<file path="config.mk">
export PLATFORM = sky130hd
export DESIGN_NAME = multu_seq
export DESIGN_NICKNAME = d
export VERILOG_FILES = /design/src/rtl/multu_seq.sv
export SDC_FILE = /design/constraint.sdc
export NUM_CORES = 1
export LEC_CHECK = 0
export BUFFER_PORTS_ARGS = -buffer_cell sky130_fd_sc_hd__buf_2
export CAP_MARGIN = 20
export CORE_UTILIZATION = 30
export DETAILED_ROUTE_END_ITERATION = 16
export PLACE_DENSITY = 0.47
export SLEW_MARGIN = 20
export SYNTH_ARGS = -nofsm -noshare
export SYNTH_HDL_FRONTEND = slang
export SYNTH_SLANG_ARGS = --single-unit
export TNS_END_PERCENT = 50
</file>
<file path="constraint.sdc">
create_clock -name clk -period 4.7 [get_ports clk]
set_input_delay 0.235 -clock clk [delete_from_list [all_inputs] [get_ports clk]]
set_output_delay 0.235 -clock clk [all_outputs]
set_load 0.02 [all_outputs]
</file>
<file path="src/rtl/multu_seq.sv">
// Sequential radix-2 shift-add multiplier for MULT/MULTU, result delivered on {hi,lo}.
// Optional macro MULTU_EARLY_TERM_EN: leave CALC once the remaining multiplier bits are all zero.
module multu_seq #(
  parameter int WIDTH = 32
) (
  input  logic             clk,
  input  logic             rst,
  input  logic             start,
  input  logic             signmul,
  input  logic [WIDTH-1:0] a,
  input  logic [WIDTH-1:0] b,
  output logic [WIDTH-1:0] hi,
  output logic [WIDTH-1:0] lo,
  output logic             busy,
  output logic             done,
  output logic [1:0]       state_dbg
);

  localparam int PW = 2 * WIDTH;
  localparam int CW = (WIDTH > 1) ? $clog2(WIDTH) : 1;

  typedef enum logic [1:0] {
    IDLE = 2'd0,
    CALC = 2'd1,
    FIX  = 2'd2
  } state_t;

  state_t          state;
  logic [PW-1:0]   acc;
  logic [PW-1:0]   msh;
  logic [WIDTH-1:0] mb;
  logic [CW-1:0]   cnt;
  logic            neg;

  logic [WIDTH-1:0] a_mag;
  logic [WIDTH-1:0] b_mag;
  logic [PW-1:0]    acc_next;
  logic [PW-1:0]    prod;
  logic             last_iter;

  assign state_dbg = state;

  // Handshake: start is accepted only in IDLE (busy low); done pulses for one
  // cycle when hi/lo update, and a start in that same cycle is accepted.
  always_comb begin
    a_mag     = (signmul && a[WIDTH-1]) ? (~a + WIDTH'(1)) : a;
    b_mag     = (signmul && b[WIDTH-1]) ? (~b + WIDTH'(1)) : b;
    acc_next  = mb[0] ? (acc + msh) : acc;
    prod      = neg ? (~acc + PW'(1)) : acc;
`ifdef MULTU_EARLY_TERM_EN
    last_iter = (mb[WIDTH-1:1] == '0);
`else
    last_iter = (cnt == CW'(WIDTH - 1));
`endif
  end

  always_ff @(posedge clk) begin
    if (rst) begin
      state <= IDLE;
      hi    <= '0;
      lo    <= '0;
      busy  <= 1'b0;
      done  <= 1'b0;
      acc   <= '0;
      msh   <= '0;
      mb    <= '0;
      cnt   <= '0;
      neg   <= 1'b0;
    end else begin
      done <= 1'b0;
      case (state)
        IDLE: begin
          if (start) begin
            msh   <= {{WIDTH{1'b0}}, a_mag};
            mb    <= b_mag;
            neg   <= signmul & (a[WIDTH-1] ^ b[WIDTH-1]);
            acc   <= '0;
            cnt   <= '0;
            busy  <= 1'b1;
            state <= CALC;
          end
        end
        CALC: begin
          // msh tracks the multiplicand already shifted by the iteration count
          acc <= acc_next;
          msh <= msh << 1;
          mb  <= mb >> 1;
          cnt <= cnt + CW'(1);
          if (last_iter) state <= FIX;
        end
        FIX: begin
          {hi, lo} <= prod;
          done     <= 1'b1;
          busy     <= 1'b0;
          state    <= IDLE;
        end
        default: begin
          busy  <= 1'b0;
          state <= IDLE;
        end
      endcase
    end
  end

endmodule

</file>
==> flow_metrics.tcl <==
set metrics [dict create \
    critPathKind "reg2reg" \
    vias_per_cell 5.35 \
    dieArea_mm2 0.0491 \
    final_layout_size_suffix_gt1_frac 0.114 \
    finalSetupTns_ns 0 \
    status "completed" \
    p_int_mw 3.69 \
    critPathBufInv 0 \
    synth_fa_ha_area_frac 0.0602 \
    pre_cts_slack_ns 0.868 \
    synth_fp_nets 2003 \
    setup_violations 0 \
    synth_area_mm2 0.0145 \
    grt_antenna_before_repair 1 \
    async_reset_ff_frac 0 \
    antennaDiodeCount 0 \
    die_h_um 222 \
    synth_compound_area_frac 0.257 \
    power.density_mw_per_mm2 306 \
    critPathTopFamily "compound AO/OA/AOI/OAI gates" \
    gp_congestion 0.886 \
    timing.fmax_mhz 258 \
    htree_levels 1 \
    syn2layout_area_growth_pct 15.3 \
    synth.distinct_cells 69 \
    synth_edf_count 0 \
    slowest_stage "o31ai_1" \
    rsz0062_at_grt "no" \
    yosysMostFrequentCell "nor2_1" \
    setup_ws_ns 0.828 \
    clk_pin_slew_ns 0.06 \
    post-route-period-util 0.824 \
    switching_share 0.276 \
    drv_slew 0 \
    cts_tree "built" \
    synth-xor-area-share 0.102 \
    p_sw_mw 1.41 \
    numCtsBuffers 29 \
    crit_path_frequent_cell "o21ai_0" \
    numPortBuffers 135 \
    tightestPinTransition_ns 0.897 \
    vias 13754 \
    clock_latency_ns 0.58 \
    pwr-share-comb 0.127 \
    crit_fanout 6 \
    timing.final.crit_period_ns 3.87 \
    netlist_instances 1866 \
    first_pass_iters 5 \
    grt_max_degree 84 \
    fin_hold_ws_ns 0.0203 \
    relSlewSlack 0.401 \
    yosysTopAreaCell "dfxtp_1" \
    synth_area_leaders "dfxtp_1 32%, nor2_1 7.5%, xor2_1 6.7%, ha_1 5.9%, a21oi_1 5.1%" \
    hold_viol 0 \
    grt_first_pass_wirelength_um 73800 \
    required_ns 5.12 \
    cts.sinks 234 \
    skew_ns 0.0252 \
    worstPathArrival_ns 4.29 \
    grt_pass1_vias 12967 \
    cp-start-kind "register" \
    synth_flop_cell "dfxtp_1" \
    leakage_nw 6.63 \
    synth_top_family_by_area "compound AO/OA/AOI/OAI gates" \
    finish.net_count 2070 \
    synthSimpleGateAreaFrac 0.214 \
    hp-class "in2reg" \
    synth_seq_cells 234 \
    peakVddDrop_v 0.000317 \
    max_cap_violations 0 \
    ys_warn_count 0 \
    hold_depth 3 \
    clockBufferDepth 3 \
    critical-path-max-stage-delay_ns 0.57 \
    reg2reg_depth 11 \
    die_w_um 222 \
    rrSetupSlack_ns 0.83 \
    placementRows 80 \
    syn_area_per_cell_um2 7.75 \
    wl_per_cell_um 18.2 \
    synthMuxAreaShare 0.00355 \
    cp_num_cells 11 \
    start_util 0.303 \
    ys_seq_area_frac 0.324 \
    synth_top_area_frac 0.324 \
    drt-total-wl_um 46700 \
    clkPwrFrac 0.458 \
    grt_use_total 0.186 \
    yosys-top-cells-count "288 x nor2_1, 234 x dfxtp_1, 173 x nand2_1, 146 x a21oi_1, 118 x clkbuf_1" \
    core-area_mm2 0.0476 \
    grt-ovfl-total 0 \
    root_buffer "clkbuf_16" \
    drtIter0Drc 845 \
    postCtsSetupBuffers 0 \
    drtAntennaViolNets 0 \
    seqPwrFrac 0.415 \
    drc_errors 0 \
    path_cells "ha_1, o21ai_0, o21ai_0, a31oi_1, o211ai_1, a41oi_1, o31ai_1, a21boi_0, a2111oi_0, mux2i_1, o311ai_0" \
    ios 136 \
    end_kind "register" \
    dp_hpwl_um 34200 \
]
tightest hold or removal path, stage by stage:
cell and delay (ns):
buf_2 0.17, nand3_1 0.08, a21oi_1 0.06
power by group through the flow:
stage / sequential [mW] / combinational [mW] / clock, mW
final: 2.11 / 0.647 / 2.34
after detailed placement: 2.16 / 0.645 / 0
after CTS: 2.11 / 0.651 / 2.40
after global routing: 2.12 / 0.721 / 2.48
after floorplan: 2.13 / 0.431 / 0
after global placement: 2.16 / 0.642 / 0
cell type report:
type / instances / area (um^2)
fillers: 5084 / 31000
multi-input cells: 1484 / 9250
flip-flops and latches: 234 / 4690
repair buffers: 157 / 875
clock buffers: 42 / 825
well taps: 615 / 769
clock inverters: 11 / 159
inverters: 27 / 101
registers in the layout, summed over array words and instances (netlist names):
signal	flops
acc	64
busy	1
cnt	5
done	1
hi	32
lo	32
mb	32
msh	64
neg	1
state_dbg	2
worst paths after layout:
| path | start | end |
|---|---|---|
| max | acc[2] | acc[45] |
| min | signmul | neg |
| max reg2reg | acc[2] | acc[45] |
| min reg2reg | mb[31] | mb[31] |
layer usage:
layer / wire length, um / vias up / track usage
met3: 1690 / 48 / 0.0229
met5: 0 / - / 0
met2: 20100 / 285 / 0.286
met1: 23800 / 6495 / 0.271
met4: 1130 / 0 / 0.0475
li1: - / 6926 / -
layout by cell type (no fill, tap or decap), types with 7 or more instances in the layout:
cell type / netlist / layout
a31oi_1: 16 / 16
xnor2_1: 58 / 58
nand3_1: 56 / 56
o41ai_1: 17 / 17
o21ai_0: 105 / 105
and2_1: 9 / 8
or3_1: 8 / 8
a21oi_1: 146 / 146
nand4_1: 25 / 25
a21o_1: 30 / 30
nor3_1: 31 / 30
ha_1: 68 / 68
a2111oi_0: 61 / 61
and3_1: 14 / 14
nand2b_1: 8 / 7
clkbuf_1: 118 / 8
inv_1: 27 / 27
a211oi_1: 60 / 60
dfxtp_1: 234 / 233
nor2b_1: 12 / 10
or4_1: 13 / 13
buf_4: 0 / 15
o21a_1: 8 / 8
o21bai_1: 18 / 18
buf_2: 1 / 134
o31ai_1: 30 / 30
nor4_1: 16 / 16
clkbuf_16: 0 / 29
nor2_1: 288 / 287
a22oi_1: 26 / 26
xor2_1: 110 / 110
nand2_1: 173 / 172
logic make-up after synthesis:
family / count (synthesis)
AND/OR/NAND/NOR: 682
AO/OA/AOI/OAI: 560
flip-flops: 234
XOR/XNOR: 168
buffers and inverters: 148
adder cells (fa/ha/maj): 69
multiplexers: 5
stage by stage:
step	cells	power [mW]	instance area [um^2]	utilization
floorplan	1866	2.56	14500	-
global placement	2511	2.80	15600	0.328
detailed placement	2511	2.80	15600	0.328
CTS	2570	5.17	16700	0.350
global route	2570	5.32	16700	0.350
finish	2570	5.10	16700	0.350
what timing repair did:
| item | CTS | global route |
|---|---|---|
| hold buffers | 6 | 0 |
| gates resized for setup | 0 | 0 |
| endpoints found under the hold margin | 6 | 0 |
No activity file was read; power rests on OpenSTA's default activity.
